`src/rtl/nios2_dct_pkg.sv`:
```
// Shared constants and types for the OCI data/control trace packer.
package nios2_dct_pkg;

  localparam int DCT_ENTRY_W = 2;
  localparam int DCT_DEPTH   = 15;
  localparam int DCT_BUF_W   = 30;
  localparam int DCT_CNT_W   = 4;

  // Entry count of a full frame, sized to the count field.
  localparam logic [DCT_CNT_W-1:0] DCT_FULL_CNT = DCT_CNT_W'(DCT_DEPTH);

  // End-of-test sequencing.
  typedef enum logic [1:0] {
    RUN,
    ENDING,
    ENDED
  } end_state_t;

endpackage

```
`src/rtl/nios2_dct_out_reg.sv`:
```
// One-entry valid/ready holding register for finished trace frames.
module nios2_dct_out_reg
  import nios2_dct_pkg::*;
(
  input  logic                 clk,
  input  logic                 reset,
  input  logic                 load,
  input  logic [DCT_BUF_W-1:0] load_buffer,
  input  logic [DCT_CNT_W-1:0] load_count,
  input  logic                 out_ready,
  output logic [DCT_BUF_W-1:0] dct_buffer,
  output logic [DCT_CNT_W-1:0] dct_count,
  output logic                 out_valid,
  output logic                 out_free
);

  // A new frame may be loaded when the slot is empty or is being taken now.
  assign out_free = !out_valid || out_ready;

  // Load a frame, or retire the current one on handshake; data holds otherwise.
  always_ff @(posedge clk) begin
    // NOTE: registers use non-blocking assignments so every flop samples
    // pre-edge values, independent of statement order.
    if (reset) begin
      dct_buffer <= '0;
      dct_count  <= '0;
      out_valid  <= 1'b0;
    end else if (load) begin
      dct_buffer <= load_buffer;
      dct_count  <= load_count;
      out_valid  <= 1'b1;
    end else if (out_ready) begin
      out_valid  <= 1'b0;
    end
  end

endmodule

```
`src/rtl/nios2_dct_packer.sv`:
```
// Packs 2-bit trace codes LSB-first into 30-bit frames and hands them to
// the trace consumer; also sequences the end-of-test flags.
module nios2_dct_packer
  import nios2_dct_pkg::*;
(
  input  logic                   clk,
  input  logic                   reset,
  input  logic                   in_valid,
  input  logic [DCT_ENTRY_W-1:0] in_data,
  output logic                   in_ready,
  input  logic                   flush,
  input  logic                   end_req,
  output logic [DCT_BUF_W-1:0]   dct_buffer,
  output logic [DCT_CNT_W-1:0]   dct_count,
  output logic                   out_valid,
  input  logic                   out_ready,
  output logic                   test_ending,
  output logic                   test_has_ended
);

  logic [DCT_BUF_W-1:0] acc_buf, acc_buf_nxt;
  logic [DCT_CNT_W-1:0] acc_cnt, acc_cnt_nxt;
  logic [4:0]           wr_pos;
  logic                 accept, close_req, transfer, out_free;
  logic                 end_sticky, hold_pending;
  end_state_t           state, state_nxt;

  assign end_sticky = (state != RUN);

  // Accumulator next value, close decision and input backpressure.
  always_comb begin
    // NOTE: every combinational output gets a default first so no path
    // leaves it unassigned and infers a latch.
    acc_buf_nxt  = acc_buf;
    wr_pos       = {acc_cnt, 1'b0};
    // A close that cannot move to the output register holds the accumulator;
    // this is judged without the current accept to avoid a ready/valid loop.
    hold_pending = !out_free &&
                   ((acc_cnt == DCT_FULL_CNT) || ((flush || end_sticky) && acc_cnt != '0));
    in_ready     = (state == RUN) && (acc_cnt != DCT_FULL_CNT) && !hold_pending;
    accept       = in_valid && in_ready;
    if (accept) begin
      acc_buf_nxt[wr_pos +: DCT_ENTRY_W] = in_data;
    end
    acc_cnt_nxt  = acc_cnt + DCT_CNT_W'(accept);
    // The entry accepted this cycle is part of the frame being closed.
    close_req    = (acc_cnt_nxt == DCT_FULL_CNT) ||
                   ((flush || end_sticky) && acc_cnt_nxt != '0);
    transfer     = close_req && out_free;
  end

  // Accumulator: clears on transfer, otherwise absorbs accepted entries.
  always_ff @(posedge clk) begin
    if (reset) begin
      acc_buf <= '0;
      acc_cnt <= '0;
    end else if (transfer) begin
      acc_buf <= '0;
      acc_cnt <= '0;
    end else if (accept) begin
      acc_buf <= acc_buf_nxt;
      acc_cnt <= acc_cnt_nxt;
    end
  end

  nios2_dct_out_reg u_out_reg (
    .clk         (clk),
    .reset       (reset),
    .load        (transfer),
    .load_buffer (acc_buf_nxt),
    .load_count  (acc_cnt_nxt),
    .out_ready   (out_ready),
    .dct_buffer  (dct_buffer),
    .dct_count   (dct_count),
    .out_valid   (out_valid),
    .out_free    (out_free)
  );

  // End-sequence state register.
  always_ff @(posedge clk) begin
    if (reset) state <= RUN;
    else       state <= state_nxt;
  end

  // End-sequence next state and flags; ENDED is left only by reset.
  always_comb begin
    state_nxt      = state;
    test_ending    = 1'b0;
    test_has_ended = 1'b0;
    unique case (state)
      RUN: begin
        if (end_req) state_nxt = ENDING;
      end
      ENDING: begin
        test_ending = 1'b1;
        if (acc_cnt == '0 && !out_valid) state_nxt = ENDED;
      end
      ENDED: begin
        test_ending    = 1'b1;
        test_has_ended = 1'b1;
      end
      default: state_nxt = RUN;
    endcase
  end

endmodule

```
`config.mk`:
```
export PLATFORM = sky130hd
export DESIGN_NAME = nios2_dct_packer
export DESIGN_NICKNAME = d
export VERILOG_FILES = /design/src/rtl/nios2_dct_pkg.sv /design/src/rtl/nios2_dct_out_reg.sv /design/src/rtl/nios2_dct_packer.sv
export SDC_FILE = /design/constraint.sdc
export NUM_CORES = 1
export LEC_CHECK = 0
export CAP_MARGIN = 20
export CORE_ASPECT_RATIO = 1.1
export CORE_UTILIZATION = 60
export DETAILED_ROUTE_END_ITERATION = 8
export PLACE_DENSITY = 0.92
export SLEW_MARGIN = 10
export SYNTH_ARGS = -nofsm -noshare
export SYNTH_HDL_FRONTEND = slang
export SYNTH_HIERARCHICAL = 1
export SYNTH_SLANG_ARGS = --single-unit
```
`constraint.sdc`:
```
create_clock -name clk -period 9 [get_ports clk]
set_clock_uncertainty 0.05 [all_clocks]
set_input_delay 0.9 -clock clk [delete_from_list [all_inputs] [get_ports clk]]
set_output_delay 0.9 -clock clk [all_outputs]
set_load 0.01 [all_outputs]
```
==> flow_summary.json <==
{
  "clk_pin_slew_worst_paths_ns": 0.08,
  "cp_max_fo": 63,
  "synth_edf_count": 0,
  "top_level_ports": 46,
  "fp.dieW_um": 77.2,
  "crit_top_cell": "ha_1",
  "grt_use_total_pct": 29.0,
  "dieArea_sq_um": 6540,
  "fin_crit_sh_pct": 50.5,
  "path_depth": 13,
  "run_status": "complete, no violations",
  "antenna_found_initial": 0,
  "worst_pin_slew_ns": 0.938,
  "n_fill_cell": 438,
  "path_cells": "inv_1, ha_1, nor3b_2, o211ai_1, inv_1, ha_1, ha_1, xor2_1, and3_1, o221a_2, buf_4, mux2i_1, nor2_1",
  "synth.cell_area_sq_um": 3730,
  "cts_setup_buffers": 0,
  "postSynthAreaPerCell_sq_um": 9.21,
  "mostFrequentLayoutCell": "dfxtp_1",
  "min_path_cells": 2,
  "nNetsFinal": 451,
  "rsz0062_at_grt": "no",
  "ys_warn_count": 6,
  "gp_congestion": 0.894,
  "hp-class": "reg -> reg",
  "hold_slack_ns": 0.445,
  "antenna_cells": 0,
  "ir_worst_vdd_uv": 173,
  "hpwl_mm": 5.71,
  "route.met2.wl_mm": 4.27,
  "synth_flop_cell": "dfxtp_1",
  "endpoint_kind": "flop",
  "cts_resized": 0,
  "hold_violations": 0,
  "power_density_nw_per_um2": 230,
  "yosys-top-cells-area": "dfxtp_1 (38%), mux2i_1 (12%), a211oi_1 (4.6%)",
  "ant_nets": 0,
  "synthesis.nets": 424,
  "wl_met1_mm": 3.71,
  "top_layer": "met4",
  "io_buffer_count": 45,
  "post_drt_wl_per_cell_um": 17.0,
  "slew_headroom_pct": 37.4,
  "start_util_pct": 63.5,
  "gr-total-overflow": 0,
  "cp-start-kind": "flop",
  "final_cell_mix": "dfxtp_1 (71), mux2i_1 (46), clkdlybuf4s50_1 (44), nor2_1 (42), nand2_1 (27)",
  "dr_wl_met3_um": 542,
  "yosysTopAreaCellShare_pct": 38.1,
  "cts_buffer_depth": 2,
  "clock-sinks": 71,
  "drv_slew": 0,
  "async_flop_share_pct": 0,
  "synth_cells": 405,
  "path_buf_inv": 3,
  "worst_path_largest_cell_delay_ns": 0.74,
  "path_class": "reg -> reg",
  "yosys.cell_types.count": 54,
  "via_count": 3252,
  "grt_pass1_wl_mm": 15.0,
  "fmaxAchievable_mhz": 220,
  "cp.required_ns": 9.18,
  "drive_above_1_share_pct": 6.18,
  "grt_max_degree": 64,
  "min_period_ns": 4.55,
  "drv_cap": 0,
  "p_leak_nw": 1.73,
  "dp_cells": 498,
  "grt_pass1_vias": 3216,
  "finalPower_mw": 1.00,
  "drt_iter0_markers": 296,
  "cts_tree": "yes",
  "clockRootBuffer": "clkbuf_8",
  "cts_made_buffers": 9,
  "reg2regPathDepth": 13,
  "ys_seq_elements": 71,
  "cts_hold_buf": 0,
  "final_cells": 514,
  "yosysTopAreaCell": "dfxtp_1",
  "critPathArrivalTime_ns": 4.72,
  "num_rows": 29,
  "drc": 0,
  "tns_ns": 0,
  "die_y_um": 84.7,
  "drt-vias-per-instance": 6.33,
  "clock_latency_ns": 0.36,
  "cp_slowest_cell": "dfxtp_1",
  "critPathTopFamily": "buffers and inverters",
  "fin_util_pct": 74.3,
  "htreeDepth": 3,
  "core_area_sq_um": 5880,
  "setup_viol": 0,
  "dr.pass1.iters": 5,
  "drt-total-wl_mm": 8.76,
  "yosysSeqAreaShare_pct": 38.1,
  "area_delta_synth_final_pct": 17.1
}
state kept, by name, indices dropped and copies added, names as in the netlist:
register	flops
acc_buf	30
acc_cnt	4
state	2
u_out_reg/dct_buffer	30
u_out_reg/dct_count	4
u_out_reg/out_valid	1
stage by stage:
stage	cell area [sq um]	worst slack, ns
finish	4370	4.45
global route	4370	4.18
CTS	4370	4.52
detailed placement	4100	4.26
global placement	4080	4.44
floorplan	3730	5.13
layer usage:
layer,up-vias,track usage (%)
met5,-,1.54
met4,0,14.2
met3,27,6.52
met2,138,49.1
met1,1537,34.5
li1,1550,-
power breakdown:
part,internal [mW],leakage [nW],switching [mW]
clock,0.220,0.134,0.122
sequential,0.326,0.573,0.0150
combinational,0.124,1.03,0.196
total,0.670,1.73,0.333
cell usage after synthesis, types with 3 or more instances:
| cell | number |
|---|---|
| nand3_1 | 8 |
| o211ai_1 | 3 |
| buf_2 | 9 |
| inv_1 | 14 |
| nand2_1 | 27 |
| o2111ai_1 | 4 |
| dfxtp_1 | 71 |
| a211oi_1 | 23 |
| o21ai_1 | 3 |
| xor2_1 | 3 |
| nand2b_1 | 5 |
| xnor2_1 | 3 |
| buf_12 | 3 |
| nand4_1 | 20 |
| and3_1 | 8 |
| and2_1 | 6 |
| buf_1 | 3 |
| ha_1 | 11 |
| nor2_1 | 42 |
| mux2i_1 | 46 |
| o21ai_0 | 3 |
| clkbuf_1 | 11 |
| buf_6 | 3 |
| o31ai_1 | 22 |
| nor3b_1 | 3 |
| nor3_1 | 10 |
| o21a_1 | 3 |
cell type report:
type                       instances  area [sq um]  share of cell area [%]
tap                               77          96.3                    2.21
sequential                        71          1420                    32.5
timing repair buffer              47           473                    10.8
clock buffer                      11           141                    3.24
clock inverter                     5           129                    2.95
inverter                          14          52.6                    1.20
multi-input combinational        289          2050                    47.0
logic make-up after synthesis:
family	synth area share [%]
mux	12.3
compound gates	16.8
buf+inv	6.81
simple gates	20.9
flops	38.1
fa+ha+maj	3.69
xor+xnor	1.41
worst paths after layout:
path / end / from / slack, ns
setup / recovery: u_out_reg/dct_buffer[19] / acc_cnt[0] / 4.45
hold / removal: u_out_reg/dct_buffer[15] / u_out_reg/dct_buffer[15] / 0.45
setup reg to reg: u_out_reg/dct_buffer[19] / acc_cnt[0] / 4.45
hold reg to reg: u_out_reg/dct_buffer[15] / u_out_reg/dct_buffer[15] / 0.45
worst register-to-register path, delay by kind of cell, from the launching register on:
family / cells / cell delay (ns)
buffers and inverters: 3 / 0.93
adders and majority gates: 3 / 0.83
AOI/OAI and AO/OA: 2 / 0.75
DFF: 1 / 0.74
and+or+nand+nor: 3 / 0.52
muxes: 1 / 0.35
xor gates and xnor gates: 1 / 0.23
Note: power is estimated with default switching activity, not from simulation.
